$ cat src/rtl/furv_pkg.sv
// Shared RV32I decode types for the ALU issue stage: opcodes, result select
// encoding and the packed micro-op handed from decode to the issue buffer.
package furv_pkg;

  localparam int XLEN = 32;

  localparam logic [6:0] OPC_OP     = 7'b0110011;
  localparam logic [6:0] OPC_OP_IMM = 7'b0010011;
  localparam logic [6:0] OPC_LUI    = 7'b0110111;
  localparam logic [6:0] OPC_AUIPC  = 7'b0010111;
  localparam logic [6:0] OPC_BRANCH = 7'b1100011;

  typedef enum logic [1:0] {
    RES_ARITH  = 2'd0,
    RES_LOGIC  = 2'd1,
    RES_CMP    = 2'd2,
    RES_BRANCH = 2'd3
  } res_sel_e;

  typedef struct packed {
    logic [XLEN-1:0] ra;
    logic [XLEN-1:0] rb;
    logic [XLEN-1:0] rca;
    logic [XLEN-1:0] rcb;
    logic            arith_mode;
    logic            logic_alt;
    logic [2:0]      funct3;
    logic            lt;
    logic            invert_comparison;
    logic            unsigned_comparison;
    res_sel_e        res_sel;
    logic [4:0]      rd;
    logic            illegal;
  } alu_uop_t;

  // OP and OP-IMM share the same funct3 -> result unit mapping.
  function automatic res_sel_e alu_res_sel(input logic [2:0] f3);
    if (f3 == 3'b000)
      return RES_ARITH;
    else if (f3[2:1] == 2'b01)
      return RES_CMP;
    else
      return RES_LOGIC;
  endfunction

endpackage

$ cat src/rtl/alu_issue_dec.sv
// Combinational RV32I decoder: turns one instruction plus its operands into
// the ALU micro-op. Unsupported opcodes yield an all-zero op with illegal set.
module alu_issue_dec
  import furv_pkg::*;
(
  input  logic [31:0] instr,
  input  logic [31:0] pc,
  input  logic [31:0] rs1_data,
  input  logic [31:0] rs2_data,
  output alu_uop_t    uop
);

  logic [6:0]  opcode;
  logic [6:0]  funct7;
  logic [2:0]  f3;
  logic [31:0] imm_i;
  logic [31:0] imm_u;
  logic [31:0] imm_b;
  logic [31:0] imm_op;
  logic        is_cmp;
  logic        is_shift;

  assign opcode   = instr[6:0];
  assign funct7   = instr[31:25];
  assign f3       = instr[14:12];
  assign imm_i    = {{20{instr[31]}}, instr[31:20]};
  assign imm_u    = {instr[31:12], 12'b0};
  assign imm_b    = {{19{instr[31]}}, instr[31], instr[7], instr[30:25], instr[11:8], 1'b0};
  assign is_cmp   = (f3[2:1] == 2'b01);
  assign is_shift = (f3[1:0] == 2'b01);

  // Shift immediates carry only the shamt; the funct7 bits above it are opcode space.
  assign imm_op = is_shift ? {27'b0, instr[24:20]} : imm_i;

  always_comb begin
    uop = '0;
    case (opcode)
      OPC_OP: begin
        uop.ra                  = rs1_data;
        uop.rb                  = rs2_data;
        uop.rca                 = rs1_data;
        uop.rcb                 = rs2_data;
        uop.funct3              = f3;
        uop.logic_alt           = instr[30];
        uop.arith_mode          = (f3 == 3'b000) & instr[30];
        uop.res_sel             = alu_res_sel(f3);
        uop.lt                  = is_cmp;
        uop.unsigned_comparison = is_cmp & f3[0];
        uop.rd                  = instr[11:7];
        uop.illegal             = !((funct7 == 7'b0000000) ||
                                    (funct7 == 7'b0100000 && (f3 == 3'b000 || f3 == 3'b101)));
      end
      OPC_OP_IMM: begin
        uop.ra                  = rs1_data;
        uop.rb                  = imm_op;
        uop.rca                 = rs1_data;
        uop.rcb                 = imm_op;
        uop.funct3              = f3;
        uop.logic_alt           = (f3 == 3'b101) & instr[30];
        uop.res_sel             = alu_res_sel(f3);
        uop.lt                  = is_cmp;
        uop.unsigned_comparison = is_cmp & f3[0];
        uop.rd                  = instr[11:7];
        uop.illegal             = ((f3 == 3'b001) && (funct7 != 7'b0000000)) ||
                                  ((f3 == 3'b101) && (funct7 != 7'b0000000) &&
                                   (funct7 != 7'b0100000));
      end
      OPC_LUI: begin
        uop.rb      = imm_u;
        uop.res_sel = RES_ARITH;
        uop.rd      = instr[11:7];
      end
      OPC_AUIPC: begin
        uop.ra      = pc;
        uop.rb      = imm_u;
        uop.res_sel = RES_ARITH;
        uop.rd      = instr[11:7];
      end
      OPC_BRANCH: begin
        uop.ra                  = pc;
        uop.rb                  = imm_b;
        uop.rca                 = rs1_data;
        uop.rcb                 = rs2_data;
        uop.funct3              = f3;
        uop.lt                  = f3[2];
        uop.invert_comparison   = f3[0];
        uop.unsigned_comparison = f3[1];
        uop.res_sel             = RES_BRANCH;
        uop.illegal             = (f3[2:1] == 2'b01);
      end
      default: uop.illegal = 1'b1;
    endcase
  end

endmodule

$ cat src/rtl/alu_issue.sv
// ALU issue stage: decodes one instruction per cycle and holds the micro-op in
// an output register backed by a skid register so backpressure loses nothing.
module alu_issue
  import furv_pkg::*;
#(
  parameter int XLEN = 32
) (
  input  logic            clk,
  input  logic            rst_n,
  input  logic            flush,
  input  logic            in_valid,
  output logic            in_ready,
  input  logic [31:0]     instr,
  input  logic [XLEN-1:0] pc,
  input  logic [XLEN-1:0] rs1_data,
  input  logic [XLEN-1:0] rs2_data,
  output logic            out_valid,
  input  logic            out_ready,
  output logic [XLEN-1:0] ra,
  output logic [XLEN-1:0] rb,
  output logic [XLEN-1:0] rca,
  output logic [XLEN-1:0] rcb,
  output logic            arith_mode,
  output logic            logic_alt,
  output logic [2:0]      funct3,
  output logic            lt,
  output logic            invert_comparison,
  output logic            unsigned_comparison,
  output logic [1:0]      res_sel,
  output logic [4:0]      rd,
  output logic            illegal
);

  alu_uop_t dec_uop;
  alu_uop_t out_uop;
  alu_uop_t skid_uop;
  logic     out_vld;
  logic     skid_vld;
  logic     accept;
  logic     issue;

  alu_issue_dec u_dec (
    .instr    (instr),
    .pc       (pc),
    .rs1_data (rs1_data),
    .rs2_data (rs2_data),
    .uop      (dec_uop)
  );

  // in_ready comes straight from a flop: the stage stops accepting only once the skid is used.
  assign in_ready = !skid_vld;
  assign accept   = in_valid && in_ready;
  assign issue    = out_vld && out_ready;

  always_ff @(posedge clk or negedge rst_n) begin
    if (!rst_n) begin
      out_vld  <= 1'b0;
      skid_vld <= 1'b0;
      out_uop  <= '0;
      skid_uop <= '0;
    end else if (flush) begin
      out_vld  <= 1'b0;
      skid_vld <= 1'b0;
      out_uop  <= '0;
      skid_uop <= '0;
    end else if (!out_vld || issue) begin
      if (skid_vld) begin
        out_uop  <= skid_uop;
        skid_vld <= 1'b0;
        skid_uop <= '0;
      end else if (accept) begin
        out_uop <= dec_uop;
        out_vld <= 1'b1;
      end else begin
        out_uop <= '0;
        out_vld <= 1'b0;
      end
    end else if (accept) begin
      skid_uop <= dec_uop;
      skid_vld <= 1'b1;
    end
  end

  assign out_valid           = out_vld;
  assign ra                  = out_uop.ra;
  assign rb                  = out_uop.rb;
  assign rca                 = out_uop.rca;
  assign rcb                 = out_uop.rcb;
  assign arith_mode          = out_uop.arith_mode;
  assign logic_alt           = out_uop.logic_alt;
  assign funct3              = out_uop.funct3;
  assign lt                  = out_uop.lt;
  assign invert_comparison   = out_uop.invert_comparison;
  assign unsigned_comparison = out_uop.unsigned_comparison;
  assign res_sel             = out_uop.res_sel;
  assign rd                  = out_uop.rd;
  assign illegal             = out_uop.illegal;

endmodule

$ cat config.mk
export PLATFORM = sky130hd
export DESIGN_NAME = alu_issue
export DESIGN_NICKNAME = d
export VERILOG_FILES = /design/src/rtl/furv_pkg.sv /design/src/rtl/alu_issue_dec.sv /design/src/rtl/alu_issue.sv
export SDC_FILE = /design/constraint.sdc
export NUM_CORES = 1
export LEC_CHECK = 0
export BUFFER_PORTS_ARGS = -buffer_cell sky130_fd_sc_hd__buf_4
export CAP_MARGIN = 30
export CORE_MARGIN = 5
export CORE_UTILIZATION = 50
export CTS_BUF_LIST = sky130_fd_sc_hd__clkbuf_4
export DETAILED_ROUTE_END_ITERATION = 7
export PLACE_DENSITY = 0.8
export SETUP_SLACK_MARGIN = 0.15
export SYNTH_ARGS = -nofsm -noshare
export SYNTH_HDL_FRONTEND = slang
export SYNTH_SLANG_ARGS = --single-unit
$ cat constraint.sdc
create_clock -name clk -period 1.6 [get_ports clk]
set_input_delay 0.16 -clock clk [delete_from_list [all_inputs] [get_ports clk]]
set_output_delay 0.16 -clock clk [all_outputs]
set_load 0.01 [all_outputs]
==> results.sh, run 1 <==
export IMPL_outcome="complete, but fails checks"
export IMPL_violations="setup timing"
export IMPL_worstSetupEndpoint="rca[17]"
export IMPL_fp_row_count=57
export IMPL_cts_root_buf="clkbuf_4"
export IMPL_dpl_hpwl_um=28000
export IMPL_slew_limit_headroom_pct=64.6
export IMPL_antenna_left=0
export IMPL_wl_per_cell_um=24.8
export IMPL_hold_viol_final=0
export IMPL_ys_flop_type="dfrtp_1"
export IMPL_cts_tree="built"
export IMPL_crit_type="reg2reg"
export IMPL_reg2regPathDepth=7
export IMPL_drv_slew=0
export IMPL_port_buffers=278
export IMPL_fin_crit_ns=1.80
export IMPL_utilization_pct=77.1
export IMPL_rsz0062_at_grt="true"
export IMPL_place_congestion=0.890
export IMPL_area_growth_pct=51.8
export IMPL_via_per_inst=6.44
export IMPL_hold_class="in2reg"
export IMPL_syn_nets=1274
export IMPL_layout_cells_most_common_list="buf_4 (323), dfrtp_1 (290), dlygate4sd3_1 (137)"
export IMPL_fin_skew_ns=0.0532
export IMPL_p_leak_nw=8.82
export IMPL_worst_pin_slew_ns=0.531
export IMPL_grt_total_usage_pct=32.1
export IMPL_synth_cell_types=47
export IMPL_regArea_um2=7260
export IMPL_avgSynthCellArea_um2=10.9
export IMPL_start_util_pct=50.8
export IMPL_num_io_pins=279
export IMPL_reg2reg_slack_ns=-0.20
export IMPL_layoutNonFillerInstCount=2024
export IMPL_dp_cells=1723
export IMPL_final_common_cell="buf_4"
export IMPL_grt_pass1_vias=12924
export IMPL_r2r_start="out_valid"
export IMPL_antenna_found_initial=2
export IMPL_die_area_um2=28000
export IMPL_drtIter0Drc=2183
export IMPL_grt_pass1_wl_um=72300
export IMPL_core_area_um2=24400
export IMPL_htreeDepth=3
export IMPL_multiInputGateArea_um2=4800
export IMPL_layout_setup_ws_ns=-0.196
export IMPL_design_area_um2=18800
export IMPL_yosysWarnings=0
export IMPL_fp_dieH_um=167
export IMPL_grt_max_degree=60
export IMPL_drv_cap=0
export IMPL_fillers=1435
export IMPL_startpoint_type="flop"
export IMPL_die_width_um=167
export IMPL_powerDensity_nw_per_um2=849
export IMPL_wl_um=50300
export IMPL_clkSinkCount=290
export IMPL_overflow=0
export IMPL_dp_slack_ns=-0.112
export IMPL_cts_path_max_buffers=3
export IMPL_ir_worst_vdd_uv=600
export IMPL_setup_viol=131
export IMPL_drive_gt1_share_pct=35.4
export IMPL_crit_arrival_ns=2.32
export IMPL_maxClockFrequency_mhz=557
export IMPL_cts_buffers=74
export IMPL_clk_pin_slew_worst_paths_ns=0.07
export IMPL_synth_area_um2=12400
export IMPL_finalNetCount=1775
export IMPL_clock_latency_ns=0.70
export IMPL_synthCells=1141
export IMPL_r2r_end="rca[17]"
export IMPL_synth_edff_count=0
export IMPL_postSynth_asyncResetShare_pct=100
export IMPL_first_pass_iters=8
export IMPL_via_count=13044
export IMPL_yosys_register_bits=290
export IMPL_place_area_um2=15500
export IMPL_route_detailed_drc=0
export IMPL_ys_seq_area_share_pct=58.6
export IMPL_fin_crit_sh_pct=112
export IMPL_critPathLaunch="out_valid"
export IMPL_worstPathMaxFanout=12
export IMPL_crit_required_ns=2.12
export IMPL_crit_path_end_kind="flop"
## timing repair
| action | 4_1_cts | 5_1_grt |
|---|---|---|
| setup endpoints to repair | 310 | 342 |
| gates cloned | 5 | 12 |
| resized for setup | 41 | 105 |
| hold buffers | 137 | 0 |
| setup buffers | 8 | 5 |
| pin swaps | 32 | 19 |
| endpoints found under the hold margin | 564 | 0 |
## synthesized netlist by cell type (2+ instances only)
cell type	count	share of area [%]
dfrtp_1	290	59
a22o_1	67	4.7
a22oi_1	148	9.0
nor2b_1	5	0.25
nor3_2	2	0.16
nand2_1	116	3.5
o21ai_1	66	2.7
nand2b_1	7	0.35
o21ai_0	121	4.9
nor2_1	13	0.39
buf_6	6	0.55
buf_2	21	0.85
and2_0	2	0.10
mux2i_1	4	0.32
o31ai_1	12	0.73
nor2_2	2	0.10
or3_4	2	0.18
inv_1	37	1.1
nor3_1	16	0.65
a21oi_4	2	0.26
a221o_1	12	0.97
clkbuf_1	57	1.7
nand3_1	7	0.28
buf_4	16	0.97
buf_1	5	0.15
a21oi_1	50	2.0
a222oi_1	35	2.8
## sequential cells by signal, indices dropped and copies added (netlist names)
name	cells
arith_mode	1
funct3	3
illegal	1
invert_comparison	1
logic_alt	1
lt	1
out_valid	1
ra	32
rb	32
rca	32
rcb	32
rd	5
res_sel	2
skid_uop	144
skid_vld	1
unsigned_comparison	1
## layer usage
layer	vias to the layer above	wire length (µm)	GRT usage, %
met4	0	3350	19.6
met3	259	5580	8.84
met1	6327	17600	39.0
met5	-	0	0
met2	1129	23800	51.2
li1	5329	-	-
## how the worst min path moves through the flow
| stage | from | end | slack [ns] | cells past startpoint |
|---|---|---|---|---|
| finish | instr[13] | logic_alt | 0.07 | 6 |
| global route | instr[5] | skid_uop[80] | 0.09 | 4 |
| CTS | instr[13] | logic_alt | 0.005 | 6 |
| detailed placement | rst_n | rb[26] | 0.09 | 1 |
| global placement | rst_n | rb[26] | 0.09 | 1 |
| floorplan | rst_n | arith_mode | -0.14 | 0 |
## worst max-delay path, cell delays in order, from the launching register on
cell       delay [ns]
dfrtp_1          0.38
and2b_4          0.21
buf_6            0.12
nor3_4           0.05
buf_12           0.16
clkbuf_16        0.17
a222oi_1         0.48
inv_1            0.09
## area by class of cell
| type | instances | share of cell area [%] |
|---|---|---|
| antenna | 2 | 0.0266 |
| clock buffer | 111 | 4.43 |
| clock inverter | 21 | 0.858 |
| inverter | 37 | 0.738 |
| multi-input combinational | 709 | 25.5 |
| sequential | 290 | 38.6 |
| tap | 324 | 2.16 |
| timing repair buffer | 530 | 27.7 |
## per-stage QoR
stage	TNS [ns]	total power (W)	hold WS, ns
6_report	-5.25	0.0160	0.0684
5_1_grt	-12.37	0.0165	0.0858
4_1_cts	-0.345	0.0157	0.00505
3_5_place_dp	-2.72	0.00873	0.0947
3_3_place_gp	-0.697	0.00872	0.0938
2_1_floorplan	-3.60	0.00790	-0.136
## where the power goes
part / leakage [nW] / switching [W] / internal [W]
Sequential: 4.05 / 0.0000163 / 0.00735
Clock: 0.594 / 0.00318 / 0.00366
Combinational: 4.18 / 0.000934 / 0.000828
## cells by family (layout without fill, tap and decap cells)
kind of cell,count (synthesis),after routing,share of synthesized area [%]
AOI/OAI and AO/OA,520,520,28.6
xor gates and xnor gates,1,1,0.0707
buffers and inverters,142,699,5.36
DFF,290,290,58.6
muxes,5,5,0.414
other,0,2,0
and+or+nand+nor,183,183,6.94
Power figures use the tool's default switching activity.
==> inputs of run 2 (changes only) <==
--- a/config.mk
+++ b/config.mk
@@ -7,12 +7,15 @@
 export LEC_CHECK = 0
 export BUFFER_PORTS_ARGS = -buffer_cell sky130_fd_sc_hd__buf_4
 export CAP_MARGIN = 30
+export CORE_ASPECT_RATIO = 1.25
 export CORE_MARGIN = 5
 export CORE_UTILIZATION = 50
 export CTS_BUF_LIST = sky130_fd_sc_hd__clkbuf_4
+export CTS_CLUSTER_DIAMETER = 100
 export DETAILED_ROUTE_END_ITERATION = 7
-export PLACE_DENSITY = 0.8
+export PLACE_DENSITY = 0.79
 export SETUP_SLACK_MARGIN = 0.15
 export SYNTH_ARGS = -nofsm -noshare
 export SYNTH_HDL_FRONTEND = slang
+export SYNTH_HIERARCHICAL = 1
 export SYNTH_SLANG_ARGS = --single-unit
==> results.sh, run 2 <==
export IMPL_drv_slew=0
export IMPL_multiInputGateArea_um2=5690
export IMPL_cts_buffers=72
export IMPL_r2r_end="rb[3]"
export IMPL_synth_area_um2=13000
export IMPL_yosysWarnings=6
export IMPL_fin_skew_ns=0.0538
export IMPL_overflow=0
export IMPL_htreeDepth=3
export IMPL_synth_edff_count=0
export IMPL_finalNetCount=1842
export IMPL_synth_cell_types=42
export IMPL_synthCells=1195
export IMPL_grt_pass1_wl_um=77900
export IMPL_ys_flop_type="dfrtp_1"
export IMPL_grt_pass1_vias=13985
export IMPL_slew_limit_headroom_pct=71.9
export IMPL_regArea_um2=7260
export IMPL_cts_tree="built"
export IMPL_synth_top_area_cell="dfrtp_1"
export IMPL_drv_cap=0
export IMPL_ys_seq_area_share_pct=55.9
export IMPL_grt_total_usage_pct=33.4
export IMPL_start_util_pct=50.3
export IMPL_postSynth_asyncResetShare_pct=100
export IMPL_core_area_um2=25800
export IMPL_first_pass_iters=6
export IMPL_crit_path_end_kind="flop"
export IMPL_whs_endpoint="skid_uop[111]"
export IMPL_r2r_start="skid_vld"
export IMPL_maxClockFrequency_mhz=577
export IMPL_syn_nets=1328
export IMPL_regMostFlops="skid_uop"
export IMPL_fp_row_count=66
export IMPL_antenna_found_initial=2
export IMPL_crit_required_ns=2.19
export IMPL_final_common_cell="buf_4"
export IMPL_dpl_hpwl_um=27200
export IMPL_num_io_pins=279
export IMPL_violations="setup timing"
export IMPL_hold_class="in2reg"
export IMPL_synth_area_leaders="dfrtp_1 (56%), a22o_1 (13%), a22oi_1 (8.6%)"
export IMPL_die_width_um=154
export IMPL_design_area_um2=20200
export IMPL_wl_um=53300
export IMPL_fp_dieH_um=190
export IMPL_layout_cells_most_common_list="buf_4 (325), dfrtp_1 (288), a22o_1 (190)"
export IMPL_clkSinkCount=290
export IMPL_p_leak_nw=9.40
export IMPL_via_per_inst=6.52
export IMPL_ir_worst_vdd_uv=533
export IMPL_worst_pin_slew_ns=0.417
export IMPL_fin_crit_ns=1.73
export IMPL_hold_viol_final=0
export IMPL_port_buffers=278
export IMPL_yosys_register_bits=290
export IMPL_startpoint_type="flop"
export IMPL_hp_start="instr[31]"
export IMPL_reg2reg_slack_ns=-0.13
export IMPL_reg2regPathDepth=8
export IMPL_grt_max_degree=67
export IMPL_fillers=1435
export IMPL_cts_path_max_buffers=3
export IMPL_powerDensity_nw_per_um2=780
export IMPL_rsz0062_at_grt="true"
export IMPL_holdPathStages=4
export IMPL_via_count=13677
export IMPL_synthTopCellsByCount="dfrtp_1 (290), a22o_1 (190), nand2_1 (163)"
export IMPL_avgSynthCellArea_um2=10.9
export IMPL_drive_gt1_share_pct=37.6
export IMPL_area_growth_pct=55.9
export IMPL_outcome="complete, but fails checks"
export IMPL_drtIter0Drc=1433
export IMPL_crit_arrival_ns=2.33
export IMPL_clock_latency_ns=0.69
export IMPL_cts_root_buf="clkbuf_4"
export IMPL_antenna_left=0
export IMPL_utilization_pct=78.3
export IMPL_route_detailed_drc=0
export IMPL_largest_reg_flops=144
export IMPL_yosysMostFrequentCell="dfrtp_1"
export IMPL_worstPathMaxFanout=6
export IMPL_place_congestion=0.917
export IMPL_crit_type="reg2reg"
export IMPL_synth_top_area_share_pct=55.9
export IMPL_fin_crit_sh_pct=108
export IMPL_wl_per_cell_um=25.4
export IMPL_setup_viol=154
export IMPL_place_area_um2=16100
export IMPL_layout_setup_ws_ns=-0.134
export IMPL_clk_pin_slew_worst_paths_ns=0.08
export IMPL_die_area_um2=29300
-- run 2: logic make-up after synthesis --
family,Yosys count,share of synthesized area (%)
buf+inv,125,4.63
flops,290,55.9
simple gates,238,8.65
compound gates,539,30.6
mux,1,0.0771
xor+xnor,2,0.135
-- run 2: repair_timing --
action | 4_1_cts | 5_1_grt
gates cloned | 25 | 13
setup endpoints to repair | 294 | 302
hold buffers | 125 | 0
hold endpoints to repair | 562 | 0
setup buffers | 22 | 10
pin swaps | 90 | 95
gates resized for setup | 176 | 102
-- run 2: stage by stage --
stage	worst slack, ns	total power (W)	TNS [ns]	hold WS, ns	instances
2_1_floorplan	0.0303	0.00792	0	-0.136	1195
3_3_place_gp	-0.222	0.00873	-14.55	0.0546	1780
3_5_place_dp	-0.222	0.00874	-23.07	0.0580	1780
4_1_cts	-0.0793	0.0156	-1.47	0.00151	2072
5_1_grt	-0.185	0.0163	-16.47	0.0372	2097
6_report	-0.134	0.0158	-4.37	0.0601	2098
-- run 2: worst max-delay path, stage by stage, from the launching register on --
cell and delay (ns):
dfrtp_4 0.52, buf_12 0.15, nor2b_4 0.17, buf_6 0.12, buf_12 0.13, buf_8 0.13
buf_16 0.13, a22oi_2 0.06, o21ai_1 0.23
-- run 2: routing by layer --
metal / track usage, % / share of wire (%) / up-vias
li1: - / - / 5565
met2: 54.9 / 47 / 1178
met4: 21.0 / 8.0 / 0
met1: 40.2 / 34 / 6609
met3: 6.86 / 11 / 325
met5: 0 / 0 / -
-- run 2: area by class of cell --
| type | instances | share of cell area [%] |
|---|---|---|
| multi-input cells | 780 | 28.1 |
| clock inverters | 24 | 0.878 |
| inverters | 4 | 0.0742 |
| clock buffers | 96 | 3.56 |
| repair buffers | 561 | 29.4 |
| flip-flops and latches | 290 | 35.9 |
| diodes | 3 | 0.0371 |
| well taps | 340 | 2.10 |
-- run 2: where the power goes --
| group | switching (W) | internal, W |
|---|---|---|
| registers | 0.0000185 | 0.00735 |
| clock network | 0.00318 | 0.00327 |
| logic | 0.00101 | 0.000967 |
| total | 0.00421 | 0.0116 |
-- run 2: how the worst max path moves through the flow --
| stage | start | endpoint | slack [ns] | cells after the start |
|---|---|---|---|---|
| after floorplan | instr[31] | illegal | 0.03 | 6 |
| after global placement | instr[31] | illegal | -0.22 | 7 |
| after detailed placement | instr[6] | rb[12] | -0.22 | 8 |
| after CTS | skid_vld | in_ready | -0.08 | 3 |
| after global routing | skid_vld | rb[3] | -0.19 | 8 |
| final | skid_vld | rb[3] | -0.13 | 8 |
